==> src/rtl/ch0re_types.sv <==
// Shared types and constants for the ch0re instruction-fetch stage.
package ch0re_types;

   localparam logic [31:0] FETCH_NOP = 32'h0000_0013;

   typedef struct packed {
      logic [63:0] pc;
      logic [31:0] instr;
   } fetch_entry_t;

   function automatic logic [63:0] word_align(input logic [63:0] addr);
      return {addr[63:2], 2'b00};
   endfunction

endpackage

==> src/rtl/ch0re_fetch_fifo.sv <==
// In-order circular buffer of fetched {pc, instr} entries; flush empties it in one cycle.
module ch0re_fetch_fifo
   import ch0re_types::*;
#(
   parameter int DEPTH = 2,
   localparam int AW = $clog2(DEPTH),
   localparam int CW = AW + 1
) (
   input  logic          clk,
   input  logic          rst_n,
   input  logic          push,
   input  fetch_entry_t  push_data,
   input  logic          pop,
   input  logic          flush,
   output fetch_entry_t  head,
   output logic [CW-1:0] count
);

   logic [AW-1:0] wr_ptr_q, wr_ptr_d;
   logic [AW-1:0] rd_ptr_q, rd_ptr_d;
   logic [CW-1:0] count_q, count_d;
   logic          do_push, do_pop, full, empty;
   fetch_entry_t  mem_q [DEPTH];

   always_comb begin
      full     = (count_q == CW'(DEPTH));
      empty    = (count_q == '0);
      do_pop   = pop & ~flush & ~empty;
      // A full buffer may still accept when the head leaves in the same cycle.
      do_push  = push & ~flush & (~full | do_pop);
      wr_ptr_d = wr_ptr_q;
      rd_ptr_d = rd_ptr_q;
      count_d  = count_q;
      if (flush) begin
         wr_ptr_d = '0;
         rd_ptr_d = '0;
         count_d  = '0;
      end else begin
         if (do_push) wr_ptr_d = wr_ptr_q + 1'b1;
         if (do_pop)  rd_ptr_d = rd_ptr_q + 1'b1;
         case ({do_push, do_pop})
            2'b10:   count_d = count_q + 1'b1;
            2'b01:   count_d = count_q - 1'b1;
            default: count_d = count_q;
         endcase
      end
   end

   always_ff @(posedge clk) begin
      if (!rst_n) begin
         wr_ptr_q <= '0;
         rd_ptr_q <= '0;
         count_q  <= '0;
      end else begin
         wr_ptr_q <= wr_ptr_d;
         rd_ptr_q <= rd_ptr_d;
         count_q  <= count_d;
      end
   end

   always_ff @(posedge clk) begin
      if (rst_n && do_push) mem_q[wr_ptr_q] <= push_data;
   end

   assign head  = mem_q[rd_ptr_q];
   assign count = count_q;

endmodule

==> src/rtl/ch0re_ifetch.sv <==
// Instruction-fetch stage: PC generation, credit-limited imem requests,
// stale-response dropping after redirects, and the fetch buffer feeding decode.
module ch0re_ifetch
   import ch0re_types::*;
#(
   parameter logic [63:0] RESET_PC = 64'h0,
   parameter int          FB_DEPTH = 2
) (
   input  logic        clk,
   input  logic        rst_n,
   output logic        o_imem_req,
   output logic [63:0] o_imem_addr,
   input  logic        i_imem_gnt,
   input  logic        i_imem_rvalid,
   input  logic [31:0] i_imem_rdata,
   input  logic        i_redirect,
   input  logic [63:0] i_redirect_pc,
   input  logic        i_stall,
   output logic        o_valid,
   output logic [31:0] o_instr,
   output logic [63:0] o_pc
);

   localparam int CW = $clog2(FB_DEPTH) + 1;
   localparam int SW = CW + 2;

   logic [63:0]   fetch_pc_q, fetch_pc_d;
   logic [63:0]   resp_pc_q, resp_pc_d;
   logic [CW-1:0] live_cnt_q, live_cnt_d;
   logic [CW-1:0] drop_cnt_q, drop_cnt_d;
   logic [CW-1:0] occ;
   logic [SW-1:0] in_use;
   logic          fire, rsp_drop, rsp_push, pop;
   fetch_entry_t  head, push_entry;

   always_comb begin
      // Every buffer slot is reserved from grant until pop, so overflow is impossible.
      in_use      = SW'(live_cnt_q) + SW'(drop_cnt_q) + SW'(occ);
      o_imem_req  = rst_n & ~i_redirect & (in_use < SW'(FB_DEPTH));
      o_imem_addr = word_align(fetch_pc_q);
      fire        = o_imem_req & i_imem_gnt;
      rsp_drop    = i_imem_rvalid & (drop_cnt_q != '0);
      rsp_push    = i_imem_rvalid & ~rsp_drop & ~i_redirect;
      push_entry  = '{pc: resp_pc_q, instr: i_imem_rdata};
      o_valid     = rst_n & ~i_redirect & (occ != '0);
      pop         = o_valid & ~i_stall;
      o_instr     = o_valid ? head.instr : FETCH_NOP;
      o_pc        = o_valid ? head.pc : 64'h0;
   end

   always_comb begin
      fetch_pc_d = fetch_pc_q;
      resp_pc_d  = resp_pc_q;
      live_cnt_d = live_cnt_q;
      drop_cnt_d = drop_cnt_q;
      if (i_redirect) begin
         // Everything still outstanding becomes stale; a response arriving now retires one.
         fetch_pc_d = word_align(i_redirect_pc);
         resp_pc_d  = word_align(i_redirect_pc);
         live_cnt_d = '0;
         drop_cnt_d = drop_cnt_q + live_cnt_q + CW'(fire) - CW'(i_imem_rvalid);
      end else begin
         if (fire)     fetch_pc_d = fetch_pc_q + 64'd4;
         if (rsp_push) resp_pc_d  = resp_pc_q + 64'd4;
         if (rsp_drop) drop_cnt_d = drop_cnt_q - 1'b1;
         live_cnt_d = live_cnt_q + CW'(fire) - CW'(rsp_push);
      end
   end

   always_ff @(posedge clk) begin
      if (!rst_n) begin
         fetch_pc_q <= RESET_PC;
         resp_pc_q  <= RESET_PC;
         live_cnt_q <= '0;
         drop_cnt_q <= '0;
      end else begin
         fetch_pc_q <= fetch_pc_d;
         resp_pc_q  <= resp_pc_d;
         live_cnt_q <= live_cnt_d;
         drop_cnt_q <= drop_cnt_d;
      end
   end

   ch0re_fetch_fifo #(
      .DEPTH (FB_DEPTH)
   ) u_fifo (
      .clk       (clk),
      .rst_n     (rst_n),
      .push      (rsp_push),
      .push_data (push_entry),
      .pop       (pop),
      .flush     (i_redirect),
      .head      (head),
      .count     (occ)
   );

endmodule

==> config.mk <==
export PLATFORM = sky130hd
export DESIGN_NAME = ch0re_ifetch
export DESIGN_NICKNAME = d
export VERILOG_FILES = /design/src/rtl/ch0re_types.sv /design/src/rtl/ch0re_fetch_fifo.sv /design/src/rtl/ch0re_ifetch.sv
export SDC_FILE = /design/constraint.sdc
export NUM_CORES = 1
export LEC_CHECK = 0
export ABC_AREA = 1
export BUFFER_PORTS_ARGS = -buffer_cell sky130_fd_sc_hd__buf_2
export CAP_MARGIN = 20
export CORE_AREA = 2 2 195 197
export CTS_BUF_LIST = sky130_fd_sc_hd__clkbuf_16
export DETAILED_ROUTE_END_ITERATION = 16
export DIE_AREA = 0 0 197 199
export MAX_ROUTING_LAYER = met4
export PLACE_DENSITY_LB_ADDON = 0.3
export SYNTH_ARGS = -nofsm -noshare
export SYNTH_HDL_FRONTEND = slang
export SYNTH_SLANG_ARGS = --single-unit
==> constraint.sdc <==
create_clock -name clk -period 13.71 [get_ports clk]
set_input_delay 2.0565 -clock clk [delete_from_list [all_inputs] [get_ports clk]]
set_output_delay 2.0565 -clock clk [all_outputs]
set_load 0.005 [all_outputs]
Yosys cells after proc, flatten, opt, wreduce, memory -nomap -nowiden --
Memories as Yosys holds them, arrays and structs flattened. A register that Yosys moved wholly into a read port is not among the register bits. Index checks and enable logic that the tools add are counted.
Storage, ports and cells: bits in registers 136, bits in read-only memories 0, bits in writable memories 192, bits of input ports 102, memories kept 1, bits in latches 0
Memory list:
- u_fifo.mem_q | depth 2, bits a word 96, read ports 1, clocked after Yosys merged registers in 1, write ports 1, RTL line ch0re_fetch_fifo.sv:23 | fetch_entry_t mem_q [DEPTH];
Operators by class: multipliers 0, bitwise gates (word level) 19, add/sub/neg operators 14, reduce and logical (&&, ||, !) cells 9, mux-type cells 13, shift operators 0, equality and inequality tests 3, div/mod/pow operators 0, magnitude comparators 1
Operators with widths (number):
- $mux 64 | 5
- $add 64x3->64 const B | 2
- $mux 32 | 1
- $and 1x1->1 | 12
- $reduce_bool 2->1 | 6
- $not 1->1 | 6
- $add 2x1->2 | 2
- $add 3x2->4 | 1
- $eq 2x2->1 const B | 2
- $lt 4x2->1 const B | 1
- $mux 1 | 4
- $mux 2 | 2
- $pmux 2 s2 | 1
- $sub 2x1->2 | 2
- $sub 2x1->2 const B | 2
- $add 2x2->3 | 1
- $add 1x1->1 const B | 2
- $add 2x1->2 const B | 1
- $add 2x2->2 | 1
- $eq 2x1->1 const B | 1
- $logic_not 2->1 | 1
- $reduce_or 2->1 | 1
- $logic_and 1x1->1 | 1
- $or 1x1->1 | 1

Logic depth before layout (Yosys ltp) --
Gate-level depths: netlist of the first run.
word-level depth 11, gate-level depth with buffers 13, depth with buffers taken out 13

Cells and area by module --
Synthesis of the first run repeated with hierarchy kept, for this count alone.
Second synthesis, totals: cell total of the unflattened synthesis 2180, area, all modules 17625.7 um^2
Modules (own cells, without submodules):
- ch0re_ifetch | seq. area each 2562.5 um^2, cells an instance 1841, area an instance 10229.8 um^2, instances 1
- ch0re_fetch_fifo | seq. area each 5865.6 um^2, cells an instance 339, area an instance 7395.8 um^2, instances 1

Worst setup path after synthesis of the first run --
No wires, ideal clock.
path kind input to register, from input port rst_n, to memory u_fifo.mem_q[0][0] in the netlist's numbering, enable pin, data required time 13.048 ns, cell stages on the path 7, slack 3.832 ns, data arrival time 9.216 ns, cells stage by stage buf_2 nand2_4 a21oi_2 nand2_1 nand3_1 nand2_1 nor3_1
Between the ends: longest elaborated chain between the ends 10
Ends and longest elaborated chain:
- from (decl) | RTL line ch0re_ifetch.sv:10 | input logic rst_n,
- $and 1x1->1 (2 in a row) | RTL line ch0re_ifetch.sv:45 | o_valid = rst_n & ~i_redirect & (occ != '0);
- via o_valid | RTL line ch0re_ifetch.sv:19 | output logic o_valid,
- $and 1x1->1 | RTL line ch0re_ifetch.sv:46 | pop = o_valid & ~i_stall;
- $and 1x1->1 (2 in a row) | RTL line ch0re_fetch_fifo.sv:28 | do_pop = pop & ~flush & ~empty;
- $or 1x1->1 | RTL line ch0re_fetch_fifo.sv:30 | do_push = push & ~flush & (~full | do_pop);
- $and 1x1->1 | RTL line ch0re_fetch_fifo.sv:30
- $logic_and 1x1->1 | RTL line ch0re_fetch_fifo.sv:62 | if (rst_n && do_push) mem_q[wr_ptr_q] <= push_data;
- $mux 1 | RTL line ch0re_fetch_fifo.sv:62
- $mux 1 (not written as such) | RTL line ch0re_fetch_fifo.sv:62
- to (decl) | RTL line ch0re_fetch_fifo.sv:23
The timed path passes the listed nets, and every way through them passes these cells.

Worst setup path in the final report of the first run --
from input port i_redirect, to output port o_pc[47]
Between the ends: longest elaborated chain between the ends 4
Ends and longest elaborated chain:
- from (decl) | RTL line ch0re_ifetch.sv:16 | input logic i_redirect,
- $not 1->1 | RTL line ch0re_ifetch.sv:45
- $and 1x1->1 (2 in a row) | RTL line ch0re_ifetch.sv:45
- $mux 64 | RTL line ch0re_ifetch.sv:48 | o_pc = o_valid ? head.pc : 64'h0;
- to (decl) | RTL line ch0re_ifetch.sv:21 | output logic [63:0] o_pc
Every way passes these cells.

==> results of run 1 <==
metal layers:
metal / GRT usage, % / up-vias / share of wire [%]
met4: 9.27 / 0 / 3.1
met2: 42.5 / 672 / 45
met5: - / - / 0
met3: 3.76 / 104 / 7.4
li1: - / 7534 / -
met1: 36.9 / 7153 / 44
registers in the layout, summed over array words and instances, names as in the netlist, named ones only:
register and count:
u_fifo.mem_q 188, fetch_pc_q 62, resp_pc_q 62, drop_cnt_q 2, live_cnt_q 2, u_fifo.count 2
u_fifo.rd_ptr_q 1, u_fifo.wr_ptr_q 1
per-stage QoR:
step | cell area [sq um] | utilization (%) | instances | hold slack, ns | setup WS (ns)
after floorplan | 16500 | - | 2173 | 0.456 | 3.83
after global placement | 18200 | 49.0 | 2841 | 0.467 | 6.82
after detailed placement | 18200 | 49.0 | 2841 | 0.474 | 6.79
after CTS | 19300 | 52.0 | 2904 | 0.483 | 6.79
after global routing | 19300 | 52.0 | 2905 | 0.522 | 6.61
final | 19300 | 52.0 | 2906 | 0.482 | 6.76
cells by family (layout without fill, tap and decap cells):
logic type	Yosys count	in the layout
simple gates	1119	1119
other cells	1	6
flops	321	321
buf+inv	301	558
fa+ha+maj	11	11
compound gates	375	375
xor+xnor	42	42
worst reg2reg max path: cells and delay by family (launching register included):
kind	cells	cell delay, ns
buffers and inverters	4	0.58
adder cells (fa/ha/maj)	2	0.81
flip-flops	1	0.39
AND/OR/NAND/NOR	5	1.29
AO/OA/AOI/OAI	2	0.14
power by group:
| group | leakage, nW | total (W) | switching [W] | internal, W |
|---|---|---|---|---|
| registers | 2.80 | 0.00111 | 0.0000475 | 0.00106 |
| logic | 4.12 | 0.000181 | 0.000119 | 0.0000624 |
| clock network | 0.566 | 0.000913 | 0.000400 | 0.000512 |
| total | 7.49 | 0.00220 | 0.000566 | 0.00163 |
placed cells by master (no fill, tap or decap), types with 10 or more instances in the layout:
cell and count:
nand3_1 89, o21ai_1 24, buf_2 257, buf_4 13
inv_1 222, nand2_1 694, edfxtp_1 188, a31oi_1 30
nand4_1 22, clkbuf_16 37, a21oi_1 198, nor2_1 261
nor3_1 10, o21ai_0 111, xor2_1 34, dfxtp_1 132
final timing paths:
kind                                                    from                          end  slack [ns]
worst max-delay path                              i_redirect                     o_pc[47]        6.76
worst min-delay path            u_fifo.rd_ptr_q$_SDFFE_PP0P_                    flip-flop        0.48
worst max register to register      live_cnt_q[1]$_SDFF_PP0_  fetch_pc_q[28]$_SDFFE_PN0P_       10.34
worst min register to register  u_fifo.rd_ptr_q$_SDFFE_PP0P_                    flip-flop        0.48
layout make-up:
class                           count  area [sq um]  area share [%]
Tap cell                          474           593            3.07
Inverter                          225           846            4.38
Antenna cell                        2          5.00          0.0259
Sequential cell                   321          8310            43.1
Clock inverter                     26           183           0.946
Clock buffer                       37           926            4.80
Multi-Input combinational cell   1551          7050            36.5
Timing Repair Buffer              270          1380            7.17
==> summary.txt, run 1 <==
Synthesis
  • Prevailing post-synth register cell: edfxtp_1
  • Mux share of post-synthesis cell area: 0%
  • Synth Area in Adders: less than 1%
  • Post-Synthesis Cells: between 2000 and 2500
  • Most frequent cell after synthesis: nand2_1
  • Main combinational cell family by area after synthesis: simple AND/OR/NAND/NOR gates
  • Asr flop ratio synth: 0%
  • Synth top cells by count: nand2_1, nor2_1, inv_1, a21oi_1, edfxtp_1
  • Synth Area in Compound Gates: between 10% and 20%
  • Unique masters post-synth: 42
  • Synth Area in XOR/XNOR: approximately 2.2%
  • Synthesized flop and latch total: ~320
  • Synth area leader: edfxtp_1
  • Post-synth EDFFs: approximately 190
  • Synthesis Warnings: 0
  • Share of the synthesized area in the top cell type: 34.2%
  • Avg Inst Size Synth: 7.60 sq um
  • Top cells by area, synth: edfxtp_1, dfxtp_1, nand2_1
  • Post-synthesis sequential area ratio: 50.3%
  • Netlist Area Pre-Place: 16500 sq um
  • Simple-Gate Fraction of Synth Area: 27.6%

GRT
  • First-pass GRT wire length: 79700 um
  • Number of antenna violations at the first check in global routing: 1
  • Largest net degree at the start of global routing: 77
  • Total gr overflow: 0
  • Vias in the first global route: 14300
  • GRT Total Usage: 27.3%

Cells and area
  • Fillers: 3657
  • Area growth from synthesis to layout: 17.0%
  • Layout cell share with drive strength beyond 1: between 15 and 20%
  • NumNets Final: 2518

Clocking
  • CTS tree: yes
  • Clk buf depth: 3
  • Worst skew pair latency: 0.54 ns
  • Clk pin slew, worst setup/hold paths: about 0.05 ns
  • Resize count post-CTS: 0
  • Number of buffers inserted during clock tree synthesis: 36
  • Clock Sinks: 321
  • H-tree lvl count: 2
  • CTS root buf: clkbuf_16
  • Post-CTS setup buffers: 0
  • Cts hold-fix bufs: 0

Floorplan
  • Core Box Area: 37100 sq um
  • Starting Density: 44.4%
  • Die Height: 199 um
  • Row cnt: slightly above 70
  • Die area: 39200 sq um
  • Ports: 264
  • Die width: between 150 and 200 um

Detailed routing
  • WL final: 53000 um
  • Post-route DRC: 0
  • Vias/cell: 5.32
  • Post-route ant nets: 0
  • Router iterations before antenna repair: 8
  • Wire length per cell: 18.2 um
  • DR iter-0 viols: roughly 1300
  • Vias: about 15000

Pwr
  • Pwr Total: about 0.0022 W
  • Peak supply drop: 0.0000786 V
  • PD cells: approximately 110 nW/um^2
  • LEAKAGE: approximately 7.5 nW

STA
  • Rel. slew slack: a little under a third
  • # setup viols final: 0
  • Max Slew Vio Count: 0
  • Setup TNS Final: 0 ns
  • Minimum clock period: 6.95 ns
  • Unrepaired setup endpoints after global routing: false
  • Crit share post-route: 50.7%
  • Fmax: 144 MHz
  • Clk_skew: 0.0177 ns
  • Final Hold Vio Count: 0
  • Slew @ Worst Pin: 1.05 ns

Place
  • Routability cong.: 0.988
  • PortBufs: between 200 and 300
  • Hpwl dp: 38400 um

Critical path
  • Slowest-stage cell, CP: buf_4
  • Slowest stage delay, CP: between 0.6 and 0.7 ns
  • Crit path buf inv count: 6
  • Worst-path cell chain: buf_2 > buf_4 > inv_2 > nand2_4 > a21oi_2 > inv_2 > buf_4 > a21oi_1 > buf_2
  • Crit Path Class: in -> out
  • Maximum fanout along the worst path: 71
  • Crit path arrival time: 4.89 ns
  • Delay-heaviest family, CP: buffers and inverters
  • Critical path data required time: ~12 ns
  • Worst setup SP type: input port
  • Crit path capture type: output pin
  • Reg2Reg Depth: 13
  • Critical Path Stages: 9

Run status
  • Result of the run: completed

Run
  • # Max-Cap Violations: 0

Hold path
  • Worst Hold Class: reg -> reg
  • Hold Path Cell Cnt: 2
Note: power is estimated with default switching activity, not from simulation.
==> run 2: changes to the inputs <==
==> constraint.sdc (replaced) <==
create_clock -name clk -period 6.15 [get_ports clk]
set_input_delay 0.9225 -clock clk [delete_from_list [all_inputs] [get_ports clk]]
set_output_delay 0.9225 -clock clk [all_outputs]
set_load 0.005 [all_outputs]
==> summary.txt, run 2 (same netlist as run 1, synthesis figures left out) <==
Detailed routing
  • Post-route ant nets: 0 (unchanged)
  • DR iter-0 viols: 1447 (+8.6%)
  • Vias/cell: 5.32 (-0.11%)
  • Vias: 15400 (-0.17%)
  • Wire length per cell: 18.4 um (+1.1%)
  • WL met1: 23400 um (-0.84%)
  • Routed length on met3: 4100 um (+4.9%)
  • WL final: 53600 um (+1.1%)
  • Router iterations before antenna repair: 6 (-2)
  • Top sig layer: met4
  • WL met2: 24400 um (+2.2%)
  • Post-route DRC: 0 (unchanged)

Floorplan
  • Die width: 197 um (unchanged)
  • Core Box Area: 37100 sq um (unchanged)
  • Ports: 264 (unchanged)
  • Die area: 39200 sq um (unchanged)
  • Row cnt: 71 (unchanged)
  • Die Height: 199 um (unchanged)
  • Starting Density: 44.4% (unchanged)

Pwr
  • Net Sw Frac: 25.3% (-0.49 points)
  • Combinational share of power: 8.1% (about the same)
  • Pwr Total: 0.00501 W (+130%)
  • LEAKAGE: 7.52 nW (+0.36%)
  • PD cells: 258 nW/um^2 (+130%)
  • P_int: 0.00374 W (+130%)
  • Peak supply drop: 0.000158 V (+100%)
  • Sequential share of power: 49.2% (-1.1 points)
  • Clock power frac: 42.7% (+1.2 points)
  • NetSw: 0.00127 W (+120%)

STA
  • Fmax: 244 MHz
  • Slew @ Worst Pin: 1.01 ns (-0.0341 ns)
  • Max Slew Vio Count: 0 (unchanged)
  • # setup viols final: 0 (unchanged)
  • Clk_skew: 0.0280 ns (+0.0103 ns)
  • Rel. slew slack: 32.5% (+2.3 points)
  • Unrepaired setup endpoints after global routing: false
  • Final worst-path setup slack: 2.06 ns (-4.70 ns)
  • Minimum clock period: around 4.1 ns
  • Final Hold Vio Count: 0 (unchanged)
  • Crit share post-route: 66.6%

Critical path
  • Worst setup SP type: input port
  • Worst R2R End: fetch_pc_q[28]$_SDFFE_PN0P_
  • Register-to-register setup slack: 2.74 ns (-7.60 ns)
  • Maximum fanout along the worst path: 52 (-27%)
  • Critical path data required time: 5.23 ns (-6.42 ns)
  • Crit path capture type: output pin
  • Reg2Reg Depth: 13 (unchanged)
  • Crit Path Class: in -> out
  • Crit path arrival time: 3.17 ns (-1.72 ns)
  • Critical path origin: i_redirect
  • Startpoint of the worst-slack reg-to-reg timing path: live_cnt_q[1]$_SDFF_PP0_

Clocking
  • Worst skew pair latency: 0.54 ns (about the same)
  • CTS tree: yes
  • Clock Sinks: 321 (unchanged)
  • Clk buf depth: 3 (unchanged)
  • Clk pin slew, worst setup/hold paths: 0.06 ns (about the same)
  • Post-CTS setup buffers: 0 (unchanged)
  • Cts hold-fix bufs: 0 (unchanged)
  • Resize count post-CTS: 0 (unchanged)
  • H-tree lvl count: 2 (unchanged)
  • Number of buffers inserted during clock tree synthesis: 35 (-2.8%)
  • CTS root buf: clkbuf_16

Cells and area
  • NumNets Final: 2516 (-0.079%)
  • Layout cell share with drive strength beyond 1: 15.3% (+0.12 points)
  • Post-Route Utilization: 52.2% (+0.22 points)
  • Area growth from synthesis to layout: 17.5%
  • Regs by FF count: u_fifo.mem_q (188), fetch_pc_q (62), resp_pc_q (62)
  • Reg with most FFs: u_fifo.mem_q
  • Max FFs per register: 188 (unchanged)
  • Commonest cells after routing, fill and taps aside: nand2_1, nor2_1, buf_2, inv_1, a21oi_1
  • Ant. Diodes: 0 (-2)
  • Commonest non-fill, non-tap cell in the layout: nand2_1

GRT
  • Largest net degree at the start of global routing: 95 (+23%)
  • GRT Total Usage: 27.8% (+0.47 points)
  • Vias in the first global route: 14400 (+0.78%)
  • Total gr overflow: 0 (unchanged)
  • Number of antenna violations at the first check in global routing: 0 (-1)
  • First-pass GRT wire length: 81200 um (+1.8%)

Place
  • Dpl ws: 1.74 ns (-5.05 ns)
  • Routability cong.: 0.954 (-3.5%)
  • Hpwl dp: 38800 um (+1.0%)
  • PortBufs: 257 (unchanged)

Hold path
  • Worst Hold Class: reg -> reg
  • Hold Startpoint: u_fifo.rd_ptr_q$_SDFFE_PP0P_
  • Hold Path Cell Cnt: 2 (unchanged)

Run
  • # Max-Cap Violations: 0 (unchanged)

Run status
  • Result of the run: completed
## run 2: cell count changes in the layout (fill, tap and decap cells not counted), sizes merged
cell,before,now
buf,270,269
bufinv,1,4
clkbuf,37,36
clkinv,19,15
clkinvlp,1,2
diode,2,0
inv,230,232
## run 2: how the worst max path moves through the flow
stage	cells past startpoint	end	slack, ns
global route	9	o_instr[5]	1.92
detailed placement	8	o_instr[11]	1.74
finish	9	o_instr[11]	2.06
floorplan	7	u_fifo.mem_q[0][0]$_DFFE_PP_	-2.59
global placement	8	o_instr[13]	1.80
CTS	8	o_instr[11]	1.74
## run 2: metal layers
layer,up-vias,GRT usage [%]
met5,-,-
met4,0,9.05
met3,95,3.27
met2,651,44.1
met1,7157,37.3
li1,7533,-
## run 2: cell type report
cell class | instances | area [sq um]
fillers | 3596 | 17800
flip-flops and latches | 321 | 8310
multi-input cells | 1551 | 7050
repair buffers | 269 | 1410
clock buffers | 36 | 901
inverters | 225 | 846
well taps | 474 | 593
clock inverters | 28 | 263
## run 2: worst max-delay path, stage by stage
cell and delay [ns]:
buf_2 0.11, inv_2 0.33, nand2_4 0.17, a21oi_2 0.52, inv_2 0.25, buf_12 0.25, buf_4 0.26, a21oi_1 0.19
buf_2 0.14
## run 2: power by group through the flow
stage,clock network [W],registers [W],logic [W]
after floorplan,0,0.00247,0.000244
after global placement,0,0.00250,0.000391
after detailed placement,0,0.00250,0.000401
after CTS,0.00217,0.00246,0.000404
after global routing,0.00226,0.00247,0.000454
final,0.00214,0.00246,0.000407
## run 2: metrics by stage
| stage | cell area, sq um | hold WS, ns | TNS [ns] | std cells |
|---|---|---|---|---|
| after floorplan | 16500 | 0.456 | -487.59 | 2173 |
| after global placement | 18200 | 0.469 | 0 | 2839 |
| after detailed placement | 18200 | 0.476 | 0 | 2839 |
| after CTS | 19400 | 0.489 | 0 | 2903 |
| after global routing | 19400 | 0.517 | 0 | 2904 |
| final | 19400 | 0.489 | 0 | 2904 |
==> run 3: changes to the inputs <==
==> constraint.sdc (replaced) <==
create_clock -name clk -period 3.93 [get_ports clk]
set_input_delay 0.5895 -clock clk [delete_from_list [all_inputs] [get_ports clk]]
set_output_delay 0.5895 -clock clk [all_outputs]
set_load 0.005 [all_outputs]
==> summary.txt, run 3 (same netlist as run 1, synthesis figures left out) <==
Run status
  • Result of the run: completed

Cells and area
  • Ant. Diodes: 0 (unchanged)
  • Fillers: 3601 (+0.14%)
  • Sequential cell area: 8310 sq um (about the same)
  • Area occupied by multi-input gates: 7100 sq um (+0.62%)
  • Finished Cell Area: 19500 sq um (+0.85%)
  • Area growth from synthesis to layout: 18.5%
  • Commonest non-fill, non-tap cell in the layout: nand2_1
  • Layout cell share with drive strength beyond 1: 15.6% (+0.36 points)
  • Max FFs per register: 188 (unchanged)
  • NumNets Final: 2531 (+0.60%)
  • Non-Filler Instances: 2919 (+0.52%)
  • Reg with most FFs: u_fifo.mem_q
  • Commonest cells after routing, fill and taps aside: nand2_1, nor2_1, buf_2, inv_1, a21oi_1
  • Regs by FF count: u_fifo.mem_q (188), fetch_pc_q (62), resp_pc_q (62)

Pwr
  • Net Sw Frac: 25.4% (+0.11 points)
  • Combinational share of power: 8.4% (+0.3 points)
  • NetSw: 0.00197 W (+56%)
  • P_int: 0.00580 W (+55%)
  • Sequential share of power: 49.6% (+0.4 points)
  • Clock power frac: 42.0% (-0.7 points)
  • PD cells: 397 nW/um^2 (+54%)
  • Peak supply drop: 0.000236 V (+50%)
  • LEAKAGE: 7.61 nW (+1.3%)

Floorplan
  • Starting Density: 44.4% (unchanged)
  • Row cnt: 71 (unchanged)
  • Core Box Area: 37100 sq um (unchanged)
  • Die width: 197 um (unchanged)
  • Die Height: 199 um (unchanged)
  • Die area: 39200 sq um (unchanged)
  • Ports: 264 (unchanged)

Clocking
  • CTS root buf: clkbuf_16
  • H-tree lvl count: 2 (unchanged)
  • Clk buf depth: 3 (unchanged)
  • Cts hold-fix bufs: 0 (unchanged)
  • Post-CTS setup buffers: 0 (unchanged)
  • Worst skew pair latency: 0.55 ns (about the same)
  • CTS tree: yes
  • Resize count post-CTS: 0 (unchanged)
  • Clk pin slew, worst setup/hold paths: 0.06 ns (about the same)
  • Clock Sinks: 321 (unchanged)
  • Number of buffers inserted during clock tree synthesis: 36 (+2.9%)

Detailed routing
  • DR iter-0 viols: 1482 (+2.4%)
  • Router iterations before antenna repair: 6 (unchanged)
  • Post-route ant nets: 0 (unchanged)
  • Vias/cell: 5.31 (-0.19%)
  • Post-route DRC: 0 (unchanged)
  • Wire length per cell: 18.5 um (+0.14%)
  • WL final: 53900 um (+0.66%)
  • Vias: 15500 (+0.32%)

Critical path
  • Worst setup SP type: flip-flop
  • Slowest stage delay, CP: 0.43 ns (-0.09 ns)
  • Critical path data required time: 3.34 ns (-1.89 ns)
  • Worst R2R End: fetch_pc_q[28]$_SDFFE_PN0P_
  • Crit path capture type: output pin
  • Crit Path Class: reg -> out
  • Slowest-stage cell, CP: a21oi_4
  • CP endpoint: o_pc[60]
  • Crit path arrival time: 2.64 ns (-0.53 ns)
  • Worst-path cell chain: inv_1 > a21oi_4 > inv_2 > buf_4 > a21oi_1 > buf_2
  • Reg2Reg Depth: 13 (unchanged)
  • Startpoint of the worst-slack reg-to-reg timing path: u_fifo.count[1]$_SDFFE_PP0P_
  • Register-to-register setup slack: 0.86 ns (-1.88 ns)
  • Maximum fanout along the worst path: 84 (+62%)
  • Critical path origin: u_fifo.count[0]$_SDFFE_PP0P_

Hold path
  • Worst Hold Class: in -> reg
  • Hold Startpoint: i_imem_rdata[21]

Place
  • PortBufs: 257 (unchanged)
  • Routability cong.: 0.978 (+2.5%)
  • DP Area: 18400 sq um (+1.2%)
  • Hpwl dp: 39800 um (+2.6%)
  • Placed Cells: 2854 (+0.53%)

STA
  • Rel. slew slack: 31.9% (-0.51 points)
  • Max Slew Vio Count: 0 (unchanged)
  • # setup viols final: 0 (unchanged)
  • Slew @ Worst Pin: 1.02 ns (+0.00763 ns)
  • Fmax: 310 MHz
  • Clk_skew: 0.0230 ns (-0.00500 ns)
  • Crit share post-route: 82.2%
  • Unrepaired setup endpoints after global routing: false
  • Final Hold Vio Count: 0 (unchanged)
  • Minimum clock period: 3.23 ns
  • Setup TNS Final: 0 ns (unchanged)

GRT
  • Number of antenna violations at the first check in global routing: 0 (unchanged)
  • First-pass GRT wire length: 81600 um (+0.54%)
  • Total gr overflow: 0 (unchanged)
  • Largest net degree at the start of global routing: 95 (unchanged)
  • GRT Total Usage: 28.0% (+0.16 points)
  • Vias in the first global route: 14300 (-0.98%)

Run
  • # Max-Cap Violations: 0 (unchanged)
## run 3: changes by cell type in the layout (fill, tap and decap cells not counted), moves of 2 or more
cell        change
inv_1           +5
nand2_1         -2
clkinvlp_4      -2
nor3_2          -2
nor3_4          +2
inv_6           -2
buf_12          +4
buf_4          +10
clkinv_1        +2
clkinv_4        -2
## run 3: worst min path at each step
stage	slack, ns	depth (start not counted)	end
after global routing	0.21	1	u_fifo.mem_q[0][24]$_DFFE_PP_
final	0.23	1	u_fifo.mem_q[1][21]$_DFFE_PP_
after detailed placement	0.48	2	u_fifo.rd_ptr_q$_SDFFE_PP0P_
after floorplan	0.46	1	u_fifo.count[0]$_SDFFE_PP0P_
after global placement	0.46	2	flip-flop
after CTS	0.21	1	u_fifo.mem_q[0][22]$_DFFE_PP_
## run 3: power groups by stage
stage               registers [W]  clock network [W]  logic (W)
global placement          0.00391                  0   0.000629
CTS                       0.00385            0.00332   0.000647
floorplan                 0.00386                  0   0.000390
finish                    0.00385            0.00326   0.000652
detailed placement        0.00392                  0   0.000644
global route              0.00387            0.00346   0.000726
## run 3: routing by layer
layer	vias to the layer above	track usage, %	wire [um]
li1	7576	-	-
met1	7184	38.1	23800
met2	636	44.0	24600
met3	90	3.39	3960
met4	0	8.33	1590
met5	-	-	0
## run 3: stage by stage
stage / hold slack [ns] / util (%) / worst slack (ns) / power (W)
global placement: 0.464 / 49.6 / 0.768 / 0.00454
CTS: 0.212 / 52.6 / 0.689 / 0.00781
floorplan: 0.456 / - / 0.00165 / 0.00425
finish: 0.229 / 52.6 / 0.701 / 0.00777
detailed placement: 0.481 / 49.6 / 0.748 / 0.00456
global route: 0.214 / 52.6 / 0.508 / 0.00805
## run 3: critical path, delay by kind of cell (launching register included)
family | cells | cell delay [ns]
AO/OA/AOI/OAI | 2 | 0.79
flip-flops | 1 | 0.39
buffers and inverters | 4 | 0.88
## run 3: layout make-up
type                       count  area share [%]
multi-input combinational   1551            36.3
sequential                   321            42.5
tap                          474            3.03
inverter                     225            4.34
clock buffer                  36            4.61
timing repair buffer         283            8.03
clock inverter                29            1.17
